<file path="src/rtl/hw_accel_frame_ctrl.sv">
// ----------------------------------------------------------------------------
// hw_accel_frame_ctrl : frame sequencer for the Sobel/morphology DMA path
// Rev 1.0
// ----------------------------------------------------------------------------
`default_nettype none

module hw_accel_frame_ctrl #(
   parameter int FRAME_WIDTH  = 640,
   parameter int FRAME_HEIGHT = 480,
   parameter int FLUSH_CYCLES = 4,
   parameter int TIMEOUT_W    = 24
) (
   input  logic                 clk,
   input  logic                 rst,
   input  logic                 cfg_start,
   input  logic                 cfg_stop,
   input  logic [15:0]          cfg_num_frames,
   input  logic [TIMEOUT_W-1:0] cfg_timeout,
   input  logic                 in_beat,
   input  logic                 out_beat,
   output logic                 in_enable,
   output logic                 out_enable,
   output logic                 accel_flush,
   output logic                 busy,
   output logic                 frame_done,
   output logic [15:0]          frames_done,
   output logic                 err_timeout,
   output logic                 err_overrun
);

   localparam int FRAME_PIXELS = FRAME_WIDTH * FRAME_HEIGHT;
   localparam int CNT_W        = $clog2(FRAME_PIXELS + 1);
   localparam int FL_W         = (FLUSH_CYCLES > 1) ? $clog2(FLUSH_CYCLES) : 1;
   localparam logic [CNT_W-1:0] PIX_MAX = CNT_W'(FRAME_PIXELS);
   localparam logic [FL_W-1:0]  FL_LAST = FL_W'(FLUSH_CYCLES - 1);

   typedef enum logic [1:0] {
      S_IDLE  = 2'd0,
      S_RUN   = 2'd1,
      S_DRAIN = 2'd2,
      S_FLUSH = 2'd3
   } state_t;

   state_t               state;
   logic [CNT_W-1:0]     in_cnt;
   logic [CNT_W-1:0]     out_cnt;
   logic [TIMEOUT_W-1:0] wd_cnt;
   logic [FL_W-1:0]      flush_cnt;
   logic                 stop_pending;
   logic                 aborted;

   logic                 in_ok;
   logic                 out_ok;
   logic                 in_bad;
   logic                 out_bad;
   logic                 any_beat;
   logic [CNT_W-1:0]     in_nx;
   logic [CNT_W-1:0]     out_nx;
   logic                 in_full;
   logic                 out_full;
   logic                 wd_fire;

   // A beat is only counted inside its open window and below the frame size.
   assign in_ok    = in_beat  && in_enable  && (in_cnt  != PIX_MAX);
   assign out_ok   = out_beat && out_enable && (out_cnt != PIX_MAX);
   assign in_bad   = in_beat  && !in_ok;
   assign out_bad  = out_beat && !out_ok;
   assign any_beat = in_beat || out_beat;
   assign in_nx    = in_cnt  + CNT_W'(in_ok);
   assign out_nx   = out_cnt + CNT_W'(out_ok);
   assign in_full  = (in_nx  == PIX_MAX);
   assign out_full = (out_nx == PIX_MAX);
   assign wd_fire  = (cfg_timeout != '0) && !any_beat &&
                     (wd_cnt == cfg_timeout - TIMEOUT_W'(1));

   always_ff @(posedge clk) begin
      if (rst) begin
         state        <= S_IDLE;
         in_cnt       <= '0;
         out_cnt      <= '0;
         wd_cnt       <= '0;
         flush_cnt    <= '0;
         stop_pending <= 1'b0;
         aborted      <= 1'b0;
         in_enable    <= 1'b0;
         out_enable   <= 1'b0;
         accel_flush  <= 1'b0;
         busy         <= 1'b0;
         frame_done   <= 1'b0;
         frames_done  <= '0;
         err_timeout  <= 1'b0;
         err_overrun  <= 1'b0;
      end else begin
         frame_done <= 1'b0;
         if (in_bad || out_bad) begin
            err_overrun <= 1'b1;
         end
         if (state != S_IDLE && cfg_stop) begin
            stop_pending <= 1'b1;
         end

         case (state)
            S_IDLE: begin
               if (cfg_start) begin
                  in_cnt       <= '0;
                  out_cnt      <= '0;
                  wd_cnt       <= '0;
                  frames_done  <= '0;
                  err_timeout  <= 1'b0;
                  err_overrun  <= 1'b0;
                  stop_pending <= cfg_stop;
                  in_enable    <= 1'b1;
                  out_enable   <= 1'b1;
                  busy         <= 1'b1;
                  state        <= S_RUN;
               end
            end

            S_RUN, S_DRAIN: begin
               in_cnt  <= in_nx;
               out_cnt <= out_nx;
               if (any_beat) begin
                  wd_cnt <= '0;
               end else if (wd_cnt != '1) begin
                  wd_cnt <= wd_cnt + TIMEOUT_W'(1);
               end
               // Output completion wins so a simultaneous last beat skips DRAIN.
               if (out_full) begin
                  in_enable   <= 1'b0;
                  out_enable  <= 1'b0;
                  accel_flush <= 1'b1;
                  flush_cnt   <= '0;
                  aborted     <= 1'b0;
                  state       <= S_FLUSH;
               end else if (state == S_RUN && in_full) begin
                  in_enable <= 1'b0;
                  state     <= S_DRAIN;
               end else if (wd_fire) begin
                  err_timeout <= 1'b1;
                  in_enable   <= 1'b0;
                  out_enable  <= 1'b0;
                  accel_flush <= 1'b1;
                  flush_cnt   <= '0;
                  aborted     <= 1'b1;
                  state       <= S_FLUSH;
               end
            end

            S_FLUSH: begin
               if (flush_cnt == FL_LAST) begin
                  accel_flush <= 1'b0;
                  in_cnt      <= '0;
                  out_cnt     <= '0;
                  wd_cnt      <= '0;
                  if (aborted) begin
                     busy         <= 1'b0;
                     stop_pending <= 1'b0;
                     state        <= S_IDLE;
                  end else begin
                     frame_done  <= 1'b1;
                     frames_done <= frames_done + 16'd1;
                     if (stop_pending ||
                         (cfg_num_frames != 16'd0 && frames_done + 16'd1 == cfg_num_frames)) begin
                        busy         <= 1'b0;
                        stop_pending <= 1'b0;
                        state        <= S_IDLE;
                     end else begin
                        in_enable  <= 1'b1;
                        out_enable <= 1'b1;
                        state      <= S_RUN;
                     end
                  end
               end else begin
                  flush_cnt <= flush_cnt + FL_W'(1);
               end
            end

            default: state <= S_IDLE;
         endcase
      end
   end

endmodule

`default_nettype wire

</file>
<file path="config.mk">
export PLATFORM = sky130hd
export DESIGN_NAME = hw_accel_frame_ctrl
export DESIGN_NICKNAME = d
export VERILOG_FILES = /design/src/rtl/hw_accel_frame_ctrl.sv
export SDC_FILE = /design/constraint.sdc
export NUM_CORES = 1
export LEC_CHECK = 0
export CAP_MARGIN = 25
export CORE_MARGIN = 2
export CORE_UTILIZATION = 41
export CTS_BUF_LIST = sky130_fd_sc_hd__clkbuf_4 sky130_fd_sc_hd__clkbuf_8
export DETAILED_ROUTE_END_ITERATION = 6
export GPL_TIMING_DRIVEN = 1
export PLACE_DENSITY = 0.73
export SYNTH_ARGS = -nofsm -noshare
export SYNTH_HDL_FRONTEND = slang
export SYNTH_SLANG_ARGS = --single-unit
</file>
<file path="constraint.sdc">
create_clock -name clk -period 4.2 [get_ports clk]
set_input_delay 0.84 -clock clk [delete_from_list [all_inputs] [get_ports clk]]
set_output_delay 0.84 -clock clk [all_outputs]
set_load 0.02 [all_outputs]
</file>
Word-level counts from Yosys, hierarchy flattened --
Cells that the tools add are included.
Word-level totals: word-level logic and storage cells 146, bits in registers 91, output and inout bits 23, input port bits 46
Operators by class: equality and inequality tests 25, mux-type cells 60, add/sub/neg operators 6, reductions and logical operators 38, bitwise logic cells 2
Operators by type and width (number):
- case mux 19 bit (3 select lines) | 2
- 2-to-1 mux 24 bit | 4
- case mux 24 bit (3 select lines) | 1
- 2-to-1 mux 16 bit | 3
- adder 19 x 1 -> 19 bit | 2
- equality test 19 bit, second input constant | 2
- 2-to-1 mux 19 bit | 2
- inequality test 19 bit, second input constant | 2
- case mux 16 bit (2 select lines) | 1
- 2-to-1 mux 1 bit | 30
- adder 24 x 1 -> 24 bit, second input constant | 1
- equality test 24 bit | 1
- inequality test 24 bit, second input constant | 1
- nonzero test 24 bit | 1
- subtractor 24 x 1 -> 24 bit, second input constant | 1
- 2-to-1 mux 2 bit | 9
- inequality test 2 bit, second input constant | 9
- adder 16 x 1 -> 16 bit, second input constant | 1
- equality test 16 bit | 1
- AND reduction 4 bit | 4
- nonzero test 16 bit | 1
- inequality test 3 bit, second input constant | 4
- logical AND 1 bit | 11
- AND reduction 5 bit | 2
- other kinds (18) | 35

Depth between registers and ports, before layout --
depth in word-level cells 8, gate-level depth with buffers 17, mapped depth without buffers 15

Worst setup path after synthesis --
No wires, ideal clock.
path kind reg2reg, start register in_cnt[10], end register in_enable, data arrival time 3.785 ns, library setup time 0.122 ns, buffers on the path 2, required time 4.078 ns, setup slack 0.293 ns, stages on the path, launching flop included 17, period minus slack after synthesis 3.907 ns, cell sequence dfxtp_1 clkbuf_1 or3b_2 nor4_1 and4_1 a31oi_1 ha_1 ha_1 clkbuf_1 nand3_1 nor4_2 a211o_1 a221o_1 nor4_1 or3_1 nor2_1 a311o_1
Between the ends: word-level cells in the longest chain between the ends 8, elaborated cells between the ends (all ways) 10
Ends and longest elaborated chain:
- from (decl) | line 45 | logic [CNT_W-1:0] in_cnt;
- from (signal assigned) | line 120 | in_cnt <= in_nx;
- inequality test 19 bit | line 64 | assign in_ok = in_beat && in_enable && (in_cnt != PIX_MAX);
- logical AND 1 bit | line 64
- adder 19 x 1 -> 19 bit (*) | line 69 | assign in_nx = in_cnt + CNT_W'(in_ok);
- equality test 19 bit (*) | line 71 | assign in_full = (in_nx == PIX_MAX);
- logical AND 1 bit (*) | line 135 | end else if (state == S_RUN && in_full) begin
- 2-to-1 mux 1 bit | line 135
- 2-to-1 mux 1 bit | line 128 | if (out_full) begin
- case mux 1 bit (3 select lines) | line 102 | case (state)
- to (signal assigned) | line 129 | in_enable <= 1'b0;
- to (signal assigned) | line 136 | in_enable <= 1'b0;
- to (signal assigned) | line 140 | in_enable <= 1'b0;
- to (decl) | line 21 | output logic in_enable,
Every way passes the cells marked *; elsewhere a longest branch is shown, timed or not. A chain may end at the register's enable or synchronous reset.

Final worst setup path --
start register out_cnt[2], end register flush_cnt[0]
Between the ends: word-level cells in the longest chain between the ends 6, elaborated cells between the ends (all ways) 9
Ends and longest elaborated chain:
- from (decl) | line 46 | logic [CNT_W-1:0] out_cnt;
- from (signal assigned) | line 121 | out_cnt <= out_nx;
- inequality test 19 bit | line 65 | assign out_ok = out_beat && out_enable && (out_cnt != PIX_MAX);
- logical AND 1 bit | line 65
- adder 19 x 1 -> 19 bit (*) | line 70 | assign out_nx = out_cnt + CNT_W'(out_ok);
- equality test 19 bit (*) | line 72 | assign out_full = (out_nx == PIX_MAX);
- inequality test 3 bit (no line) or 2-to-1 mux 2 bit (tied branches)
- AND reduction 4 bit (no line) or case mux 2 bit (2 select lines) (tied branches)
- to (signal assigned) | line 174 | flush_cnt <= flush_cnt + FL_W'(1);
- to (decl) | line 48 | logic [FL_W-1:0] flush_cnt;
Marked as above.

==> flow_summary.yaml <==
synthesis:
  ys_seq_area_frac: 0.270
  syn_nets: 985
  synth-seq-cells: 91
  syn_area_per_cell_sq_um: 7.28
  synth-edff-count: 0
  async_flop_share: 0
  yosys_warnings: 0
  synthCells: 927
  ys_types: 69
  synth_ff_type: "dfxtp_1"
  synth_area_sq_mm: 0.00674
worst_setup_path:
  cp.arrival_ns: 4.26
  cp_slowest_cell: "or4_1"
  max_stage_delay_ns: 0.57
  r2r_cells: 17
  cp-endpoint: "flush_cnt[0]"
  cp-start-kind: "flop"
  r2r-start: "out_cnt[2]"
  endpoint_kind: "flop"
  critical_path.startpoint: "out_cnt[2]"
  crit_required_ns: 4.51
  path_max_fanout: 8
  rr_endpoint: "flush_cnt[0]"
  reg2reg_slack_ns: 0.25
  crit_type: "flop to flop"
  crit_chain: "or3_1 > nor3_1 > nand4_1 > and3_1 > ha_1 > ha_1 > buf_4 > nand3_1 > xnor2_1 > a32o_1 > o211ai_1 > or4_1 > nor2_2 > buf_4 > nor2_1 > a211o_1 > o21ai_1"
floorplanning:
  pin_count: 69
  die_w_um: 132
  coreArea_sq_mm: 0.0160
  initial_core_util: 0.421
  die-area_sq_mm: 0.0175
  row_count: 46
  dieHeight_um: 132
global_routing:
  grt_first_pass_wirelength_um: 30100
  antenna_found_initial: 0
  track_usage: 0.204
  overflow: 0
  grt_max_degree: 57
  grt_pass1_vias: 6328
power_and_ir_drop:
  peakVddDrop_mv: 0.174
  p_int_mw: 1.47
  power_frac_clock: 0.258
  comb_power_share: 0.347
  total_power_mw: 2.38
  seq_power_share: 0.396
  p_sw_uw: 904
  p_sw_frac: 0.380
  leakage_nw: 2.69
  p_per_area_mw_per_mm2: 300
drt:
  firstDrtPassIters: 5
  post_drt_wl_per_cell_um: 15.1
  via_per_inst: 5.82
  routed-via-count: 6958
  drtIter0Drc: 523
  ant_nets: 0
  drc: 0
  wirelength_um: 18100
final_layout:
  regArea_sq_mm: 0.00182
  fin_cells: 1196
  area_growth_pct: 17.6
  num-fill-cells: 1630
  drive_above_1_share: 0.0816
  multi_input_area_sq_mm: 0.00459
  diodes: 0
  nNetsFinal: 1033
  final_util: 0.496
timing:
  final-setup-viol-count: 0
  final_hold_viol_count: 0
  period_minus_slack_ns: 3.95
  slew_headroom: 0.470
  clock_skew_ns: 0.0104
  tightestPinTransition_ns: 0.788
  fmax_mhz: 253
  fin_crit_sh: 0.941
  finalMaxSlewViolations: 0
run_status:
  status: "finished clean"
run:
  cap_viol_max_count: 0
place:
  io_buffers: 68
  gp_congestion: 0.926
  place.detailed.instances: 1180
  dpl.hpwl_um: 13200
clocking:
  clock_path_buffers: 2
  cts_setup_buffers: 0
  insertion_delay_ns: 0.38
  ctsHoldBuffers: 0
  clkTransAtPathRegs_ns: 0.09
  tritoncts: "yes"
  cts_resized: 0
  h-tree-depth: 3
  cts_root_buffer: "clkbuf_8"
  cts_made_buffers: 9
  clock_sinks: 91
hold_path:
  min_path_type: "flop to flop"
-- synth_stat cells, types with 4 or more instances --
| master | count | area, sq um |
|---|---|---|
| buf_1 | 5 | 18.8 |
| o21ai_0 | 40 | 200 |
| a31oi_1 | 13 | 81.3 |
| clkbuf_1 | 57 | 214 |
| o31a_1 | 4 | 35.0 |
| nand2_1 | 81 | 304 |
| nor3_1 | 46 | 230 |
| a41oi_1 | 4 | 35.0 |
| a211oi_1 | 8 | 60.1 |
| nand3_1 | 54 | 270 |
| a21o_1 | 7 | 52.6 |
| ha_1 | 12 | 150 |
| or4_1 | 6 | 45.0 |
| nand2b_1 | 10 | 62.6 |
| xor2_1 | 39 | 342 |
| a2bb2oi_1 | 9 | 78.8 |
| or2_2 | 5 | 31.3 |
| nor4_2 | 4 | 50.1 |
| xnor2_1 | 30 | 263 |
| or3_1 | 15 | 93.8 |
| a211o_1 | 6 | 52.6 |
| nor2b_1 | 9 | 56.3 |
| o22ai_1 | 5 | 31.3 |
| buf_2 | 4 | 20.0 |
| a221oi_1 | 4 | 35.0 |
| o31ai_1 | 7 | 52.6 |
| nand4b_1 | 4 | 35.0 |
| o211ai_1 | 8 | 60.1 |
| nor2_1 | 107 | 402 |
| nor4_1 | 26 | 163 |
| inv_1 | 29 | 109 |
| dfxtp_1 | 91 | 1820 |
| a22oi_1 | 23 | 173 |
| a21oi_1 | 46 | 230 |
| nand4_1 | 26 | 163 |
| and3_1 | 11 | 68.8 |
| nor4b_1 | 4 | 35.0 |
| and4_1 | 10 | 87.6 |
| nor3b_1 | 7 | 52.6 |
| mux2i_1 | 9 | 90.1 |
-- area by class of cell --
class / instances / area share
Multi-Input combinational cell: 741 / 0.578
Sequential cell: 91 / 0.230
Tap cell: 216 / 0.0341
Inverter: 29 / 0.0137
Timing Repair Buffer: 103 / 0.118
Clock buffer: 9 / 0.0156
Clock inverter: 7 / 0.00978
-- flip-flops by register name, summed over array words and instances, names as in the netlist, 2 cells and up --
name,count
flush_cnt,2
state,2
wd_cnt,24
out_cnt,19
in_cnt,19
frames_done,16
-- how the worst min path moves through the flow --
stage                  from            to  slack [ns]  depth (start not counted)
2_1_floorplan  stop_pending  stop_pending        0.45                          2
3_3_place_gp    accel_flush   accel_flush        0.46                          2
3_5_place_dp    accel_flush   accel_flush        0.46                          2
4_1_cts         accel_flush   accel_flush        0.48                          2
5_1_grt         accel_flush   accel_flush        0.50                          2
6_report        accel_flush   accel_flush        0.48                          2
-- layer usage --
layer,part of all wire,track usage,up-vias
li1,-,-,3502
met1,0.46,0.271,3235
met2,0.45,0.329,189
met3,0.057,0.0346,32
met4,0.025,0.0824,0
met5,0,0,-
-- cells by family after synthesis --
| kind of cell | count (synthesis) | synth area share |
|---|---|---|
| simple gates | 441 | 0.343 |
| compound gates | 209 | 0.207 |
| buf+inv | 95 | 0.0536 |
| flops | 91 | 0.270 |
| xor+xnor | 69 | 0.0896 |
| fa+ha+maj | 12 | 0.0223 |
| mux | 10 | 0.0150 |
-- cell usage in the layout, fill, tap and decap left out, types with 12 or more instances in the layout --
cell type / n
a21oi_1: 46
a22oi_1: 23
a31oi_1: 13
buf_4: 35
clkdlybuf4s50_1: 67
dfxtp_1: 89
ha_1: 12
inv_1: 29
nand2_1: 79
nand3_1: 54
nand4_1: 26
nor2_1: 106
nor3_1: 46
nor4_1: 23
o21ai_0: 39
or3_1: 15
xnor2_1: 30
xor2_1: 39
-- power by group through the flow --
stage / logic [mW] / registers, mW / clock network (mW)
3_5_place_dp: 0.816 / 0.959 / 0
5_1_grt: 0.907 / 0.942 / 0.667
3_3_place_gp: 0.812 / 0.958 / 0
2_1_floorplan: 0.519 / 0.964 / 0
6_report: 0.824 / 0.939 / 0.612
4_1_cts: 0.822 / 0.939 / 0.630
-- worst max-delay path, delay by kind of cell, from the launching register on --
kind | cells | cell delay (ns)
AO/OA/AOI/OAI | 4 | 0.67
buffers and inverters | 2 | 0.31
XOR/XNOR | 1 | 0.13
flip-flops | 1 | 0.37
adder cells (fa/ha/maj) | 2 | 0.46
AND/OR/NAND/NOR | 8 | 1.95
-- through the flow --
stage	hold WS [ns]	instance area, sq um	setup TNS (ns)	setup WS (ns)
floorplan	0.447	6740	0	0.293
global placement	0.462	7710	0	0.0680
detailed placement	0.460	7710	0	0.0114
CTS	0.479	7910	0	0.180
global route	0.497	7930	-0.0152	-0.0111
finish	0.478	7930	0	0.248
(Power assumes the default switching activity.)
